`src/rtl/seq_det_pkg.sv`:
```
// Shared constants and elaboration-time helpers for the parametrised sequence detector.
package seq_det_pkg;

    localparam int          DEF_PAT_W   = 6;
    localparam logic [15:0] DEF_PATTERN = 16'b101011;
    localparam int          DEF_CNT_W   = 8;

    function automatic int clog2(input int v);
        int r;
        r = 0;
        while ((1 << r) < v) r++;
        return r;
    endfunction

    // Longest proper border of the first k bits of pat (MSB-first, w bits wide).
    function automatic int fail_len(input logic [15:0] pat, input int w, input int k);
        int best;
        bit ok;
        best = 0;
        for (int b = 1; b < k; b++) begin
            ok = 1'b1;
            for (int i = 0; i < b; i++) begin
                if (pat[w-1-i] != pat[w-1-(k-b)-i]) ok = 1'b0;
            end
            if (ok) best = b;
        end
        return best;
    endfunction

endpackage

```
`src/rtl/seq_det_sat_cnt.sv`:
```
// Saturating up-counter with synchronous active-high clear; holds at all-ones.
module seq_det_sat_cnt #(
    parameter int W = 8
) (
    input  logic         clk_i,
    input  logic         clr_i,
    input  logic         inc_i,
    output logic [W-1:0] cnt_o
);

    logic [W-1:0] cnt_q;
    logic [W-1:0] cnt_d;

    always_comb begin
        cnt_d = cnt_q;
        if (inc_i && (cnt_q != {W{1'b1}})) cnt_d = cnt_q + 1'b1;
    end

    always_ff @(posedge clk_i) begin
        if (clr_i) cnt_q <= '0;
        else       cnt_q <= cnt_d;
    end

    assign cnt_o = cnt_q;

endmodule

```
`src/rtl/seq_det_param.sv`:
```
// Moore serial pattern detector with elaboration-time KMP transition table.
// Optional hit counter built only when SEQ_DET_CNT_EN is defined; otherwise cnt is tied to 0.
module seq_det_param
    import seq_det_pkg::*;
#(
    parameter int               PAT_W   = DEF_PAT_W,
    parameter logic [PAT_W-1:0] PATTERN = PAT_W'(DEF_PATTERN),
    parameter int               CNT_W   = DEF_CNT_W
) (
    input  logic                        ck,
    input  logic                        rs,
    input  logic                        s,
    input  logic                        s_vld,
    input  logic                        ovl,
    output logic [clog2(PAT_W+1)-1:0]   st,
    output logic                        y,
    output logic [CNT_W-1:0]            cnt
);

    localparam int SW = clog2(PAT_W + 1);
    localparam int TW = (PAT_W + 1) * SW;

    if (PAT_W < 2 || PAT_W > 16) begin : g_bad_pat_w
        $fatal(1, "seq_det_param: PAT_W=%0d outside 2..16", PAT_W);
    end
    if (CNT_W < 1 || CNT_W > 16) begin : g_bad_cnt_w
        $fatal(1, "seq_det_param: CNT_W=%0d outside 1..16", CNT_W);
    end

    // Follow failure links until bit b extends a prefix or we fall to state 0.
    function automatic int delta(input int k0, input logic b);
        int  k;
        int  r;
        bit  done;
        k    = k0;
        r    = 0;
        done = 1'b0;
        for (int it = 0; it <= PAT_W + 1; it++) begin
            if (!done) begin
                if (k < PAT_W && b == PATTERN[PAT_W-1-k]) begin
                    r    = k + 1;
                    done = 1'b1;
                end else if (k == 0) begin
                    r    = 0;
                    done = 1'b1;
                end else begin
                    k = fail_len(16'(PATTERN), PAT_W, k);
                end
            end
        end
        return r;
    endfunction

    function automatic logic [TW-1:0] build_tbl(input logic b);
        logic [TW-1:0] t;
        t = '0;
        for (int k = 0; k <= PAT_W; k++) t[k*SW +: SW] = SW'(delta(k, b));
        return t;
    endfunction

    // Entry k holds the next state from state k; entry PAT_W is the overlapping exit.
    localparam logic [TW-1:0] NXT0 = build_tbl(1'b0);
    localparam logic [TW-1:0] NXT1 = build_tbl(1'b1);
    localparam logic [SW-1:0] ST_FULL = SW'(PAT_W);

    logic [SW-1:0] st_q;
    logic [SW-1:0] st_d;

    always_comb begin
        st_d = st_q;
        if (s_vld) begin
            if (st_q == ST_FULL && !ovl) st_d = s ? NXT1[SW-1:0] : NXT0[SW-1:0];
            else                         st_d = s ? NXT1[int'(st_q)*SW +: SW]
                                                  : NXT0[int'(st_q)*SW +: SW];
        end
    end

    always_ff @(posedge ck) begin
        if (rs) st_q <= '0;
        else    st_q <= st_d;
    end

    assign st = st_q;
    assign y  = (st_q == ST_FULL);

`ifdef SEQ_DET_CNT_EN
    logic hit;
    assign hit = s_vld && (st_d == ST_FULL);

    seq_det_sat_cnt #(.W(CNT_W)) u_cnt (
        .clk_i (ck),
        .clr_i (rs),
        .inc_i (hit),
        .cnt_o (cnt)
    );
`else
    assign cnt = '0;
`endif

endmodule

```
`config.mk`:
```
export PLATFORM = sky130hd
export DESIGN_NAME = seq_det_param
export DESIGN_NICKNAME = d
export VERILOG_FILES = /design/src/rtl/seq_det_pkg.sv /design/src/rtl/seq_det_sat_cnt.sv /design/src/rtl/seq_det_param.sv
export SDC_FILE = /design/constraint.sdc
export NUM_CORES = 1
export LEC_CHECK = 0
export ABC_CLOCK_PERIOD_IN_PS = 1640
export CAP_MARGIN = 20
export CORE_AREA = 8 8 45 47
export CTS_CLUSTER_DIAMETER = 80
export DETAILED_ROUTE_END_ITERATION = 6
export DIE_AREA = 0 0 53 55
export PLACE_DENSITY = 0.51
export SETUP_SLACK_MARGIN = 0.3
export SLEW_MARGIN = 20
export SYNTH_ARGS = -nofsm -noshare
export SYNTH_HDL_FRONTEND = slang
export SYNTH_SLANG_ARGS = --single-unit
```
`constraint.sdc`:
```
create_clock -name ck -period 1.64 [get_ports ck]
set_clock_uncertainty 0.2 [all_clocks]
set_input_delay 0.328 -clock ck [delete_from_list [all_inputs] [get_ports ck]]
set_output_delay 0.328 -clock ck [all_outputs]
set_load 0.01 [all_outputs]
```
**Yosys cells after proc, flatten, opt, wreduce, memory -nomap -nowiden**

Index checks and enable logic that the tools add are counted.

- Word-level logic and storage cells: 10
- Input bits: 5
- Output and inout bits: 12
- Register bits: 3

- Reduce and logical (&&, ||, !) cells: 2
- Eq/ne operators: 1
- Muxes and demuxes: 3
- Multiply operators: 1
- Shift-type cells: 2

Operators with widths:

| operator | count |
|---|---|
| 21-bit by 32-bit indexed part select with 3-bit output (first input constant) | 1 |
| 21-bit by 6-bit indexed part select with 3-bit output (first input constant) | 1 |
| 3-bit 2-to-1 mux | 2 |
| 3-bit by 2-bit multiplier with 5-bit output (second input constant) | 1 |
| 3-bit == test (second input constant) | 1 |
| 1-bit logical AND | 1 |
| 1-bit zero test | 1 |
| 1-bit 2-to-1 mux | 1 |

**Longest topological paths before layout**

Gate-level depths: netlist of the first run.

- Word-level depth: 4
- Mapped depth: 3

**Least setup slack after synthesis of the first run**

OpenSTA, ideal clock, no wires.

- Path kind: register to register
- Start point: reg st_q[0], in the netlist st[0]
- End point: reg st_q[1], in the netlist st[1]
- Arrival: 1147 ps
- Cell stages (with the launch flop): 4
- Buffers on the path: 0
- Path slack: 219 ps
- Cells stage by stage: dfxtp_1 > nand2_1 > or4_1 > a31oi_1

- Word-level cells in the longest chain between the ends: 4

Ends and longest elaborated chain:

| what | RTL line | source |
|---|---|---|
| start: declaration | seq_det_param.sv:66 | `logic [SW-1:0] st_q;` |
| start signal: assignment | seq_det_param.sv:80 | `else st_q <= st_d;` |
| 3-bit by 2-bit multiplier with 5-bit output | seq_det_param.sv:73, seq_det_param.sv:74 |  |
| 21-bit by 6-bit indexed part select with 3-bit output or 21-bit by 32-bit indexed part select with 3-bit output (tied branches) | seq_det_param.sv:74, seq_det_param.sv:73 |  |
| 3-bit 2-to-1 mux | seq_det_param.sv:73 | `else st_d = s ? NXT1[int'(st_q)*SW +: SW]` |
| 3-bit 2-to-1 mux * | seq_det_param.sv:72 | `if (st_q == ST_FULL && !ovl) st_d = s ? NXT1[SW-1:0] : NXT0[SW-1:0];` |

Mark *: on every way between the ends. The rest lies on a longest branch, timed or not.
A chain may end at the register's enable or synchronous reset.

**Worst setup path in the final report of the first run**

- Start point: reg st_q[2], in the netlist st[2]
- End point: reg st_q[1], in the netlist st[1]

Same word-level chain as after synthesis.

==> impl_metrics.env, run 1 <==
export IMPL_synth_area_um2=239
export IMPL_grt_use_met2_pct=5.08
export IMPL_min_period_ns=1.45
export IMPL_dpl_worst_slack_ns=-0.196
export IMPL_portBuffers=8
export IMPL_crit_type="reg2reg"
export IMPL_leakagePower_nw=0.165
export IMPL_syn_inst=32
export IMPL_clkTransAtPathRegs_ns=0.04
export IMPL_design_area_um2=349
export IMPL_clock_sinks=3
export IMPL_maxCapViolations=0
export IMPL_h_tree_depth=1
export IMPL_die_h_um=55
export IMPL_ys_ff_latch=3
export IMPL_final_common_cell="conb_1"
export IMPL_dpl_cell_area_um2=333
export IMPL_hold_path_class="reg2reg"
export IMPL_cts_tree="built"
export IMPL_drive_above_1_share_pct=32.6
export IMPL_hold_buffers=0
export IMPL_cts_buffer_depth=2
export IMPL_critPathLaunchType="register"
export IMPL_antenna_found_initial=0
export IMPL_grt_busiest_layer="met4"
export IMPL_gp_congestion=0.751
export IMPL_grt_pass1_wl_um=821
export IMPL_initial_utilization_pct=17.3
export IMPL_clk_latency_ns=0.23
export IMPL_power_w=0.000243
export IMPL_crit_slowest_cell="or4_1"
export IMPL_cp_required_ns=1.59
export IMPL_yosysSeqAreaShare_pct=25.1
export IMPL_grt_pass1_vias=219
export IMPL_cts_root_buf="clkbuf_4"
export IMPL_final_util_pct=25.2
export IMPL_setup_viol_count_final=0
export IMPL_hold_viol=0
export IMPL_wl_per_cell_um=9.39
export IMPL_fmax_mhz=691
export IMPL_crit_family="simple AND/OR/NAND/NOR gates"
export IMPL_synth_area_per_cell_um2=7.47
export IMPL_drc=0
export IMPL_syn2layout_area_growth_pct=46.1
export IMPL_rsz0062_at_grt="yes"
export IMPL_final_cell_mix="8 x conb_1, 5 x nand2_1, 3 x clkbuf_4, 3 x dlygate4sd2_1, 3 x buf_2"
export IMPL_ys_types=16
export IMPL_fp_coreArea_um2=1380
export IMPL_post_cts_buffers=0
export IMPL_dp_hpwl_um=467
export IMPL_drt_iter0_drc=0
export IMPL_setup_worst_path_end_class="register"
export IMPL_critPathMaxFanout=6
export IMPL_first_pass_iters=1
export IMPL_grt_overflow=0
export IMPL_dieWidth_um=53
export IMPL_use_met1_pct=3.94
export IMPL_critPathArrivalTime_ns=1.40
export IMPL_yosys_warnings=0
export IMPL_cts_buffers_inserted=3
export IMPL_design_die_area_um2=2920
export IMPL_fillCellCount=165
export IMPL_viasPerCell=3.84
export IMPL_path_buf_inv=1
export IMPL_cellPowerDensity_nw_per_um2=695
export IMPL_rows=14
export IMPL_diodes=0
export IMPL_ant_nets=0
export IMPL_drv_slew=0
export IMPL_grt_use_met3_pct=2.94
export IMPL_fin_crit_sh_pct=88.2
export IMPL_vias=238
export IMPL_ir_drop_uv=131
export IMPL_routed_wl_um=582
export IMPL_crit_chain="buf_6 -> nor2b_1 -> or4_1 -> a31oi_1"
export IMPL_largest_reg_flops=3
export IMPL_io_pins=17
export IMPL_track_usage_pct=4.42
export IMPL_nets=52
export IMPL_slowest_delay_ns=0.46
export IMPL_status="completed"
export IMPL_grt_start_max_net_pins=8
export IMPL_setup_slack_ns=0.193
-- timing repair --
item                                    in CTS  in global routing
resized for setup                           16                  2
endpoints found under the setup margin       6                  5
pin swaps                                    2                  2
-- logic make-up after synthesis --
| family | count (synthesis) | synth area share, % |
|---|---|---|
| and+or+nand+nor | 13 | 31.4 |
| AOI/OAI and AO/OA | 6 | 15.2 |
| buffers and inverters | 9 | 26.7 |
| other | 1 | 1.57 |
| DFF | 3 | 25.1 |
-- metrics by stage --
| stage | setup TNS, ns | cells | hold WS [ns] |
|---|---|---|---|
| finish | 0 | 62 | 0.318 |
| global route | 0 | 62 | 0.326 |
| CTS | 0 | 62 | 0.309 |
| detailed placement | -0.361 | 58 | 0.310 |
| global placement | -0.343 | 58 | 0.311 |
| floorplan | 0 | 39 | 0.187 |
-- final cells by class --
cell class / instances / area, um^2 / share of cell area [%]
clock buffers: 4 / 26.3 / 7.53
inverters: 1 / 3.75 / 1.08
multi-input cells: 27 / 145 / 41.6
flip-flops and latches: 3 / 66.3 / 19.0
well taps: 16 / 20.0 / 5.73
repair buffers: 11 / 87.6 / 25.1
-- where the power goes --
part / internal [W] / leakage, nW / switching (W)
clock: 0.0000912 / 0.0150 / 0.0000385
sequential: 0.0000750 / 0.0261 / 0.00000294
combinational: 0.0000159 / 0.124 / 0.0000190
total: 0.000182 / 0.165 / 0.0000605
-- cell usage after synthesis --
cell type | count | area, um^2
dfxtp_1 | 3 | 60.1
a31oi_1 | 1 | 6.26
o21ai_0 | 2 | 10.0
or4b_1 | 1 | 10.0
nor2_1 | 1 | 3.75
or4_1 | 1 | 7.51
inv_1 | 1 | 3.75
conb_1 | 1 | 3.75
o21ba_2 | 1 | 10.0
nand3_1 | 1 | 5.00
and2b_2 | 1 | 8.76
and3b_1 | 1 | 8.76
nand2_1 | 5 | 18.8
buf_4 | 8 | 60.1
nor2b_1 | 2 | 12.5
a21oi_1 | 2 | 10.0
-- routing by layer --
| layer | vias up | wire, um | share of wire [%] |
|---|---|---|---|
| met5 | - | 0 | 0 |
| met4 | 0 | 24 | 4.1 |
| met3 | 4 | 79 | 14 |
| met2 | 13 | 236 | 41 |
| met1 | 102 | 242 | 42 |
| li1 | 119 | - | - |
-- worst register-to-register path: stages, from the launching register on --
cell and delay, ns:
dfxtp_2 0.32, buf_6 0.12, nor2b_1 0.11, or4_1 0.46, a31oi_1 0.16
-- path summary, 6_finish.rpt --
kind                            start  endpoint  slack (ns)  depth (start not counted)
worst max-delay path            st[2]     st[1]        0.19                          4
worst min-delay path            st[0]     st[0]        0.32                          2
worst max register to register  st[2]     st[1]        0.19                          4
worst min register to register  st[0]     st[0]        0.32                          2
No activity file was read; power rests on OpenSTA's default activity.
==> run 2, diff against run 1 <==
--- a/config.mk
+++ b/config.mk
@@ -9,6 +9,7 @@
 export CAP_MARGIN = 20
 export CORE_AREA = 8 8 45 47
 export CTS_CLUSTER_DIAMETER = 80
+export CTS_CLUSTER_SIZE = 16
 export DETAILED_ROUTE_END_ITERATION = 6
 export DIE_AREA = 0 0 53 55
 export PLACE_DENSITY = 0.51
==> results of run 2 <==
No change in the layout: final DEF, timing and power equal those of run 1.
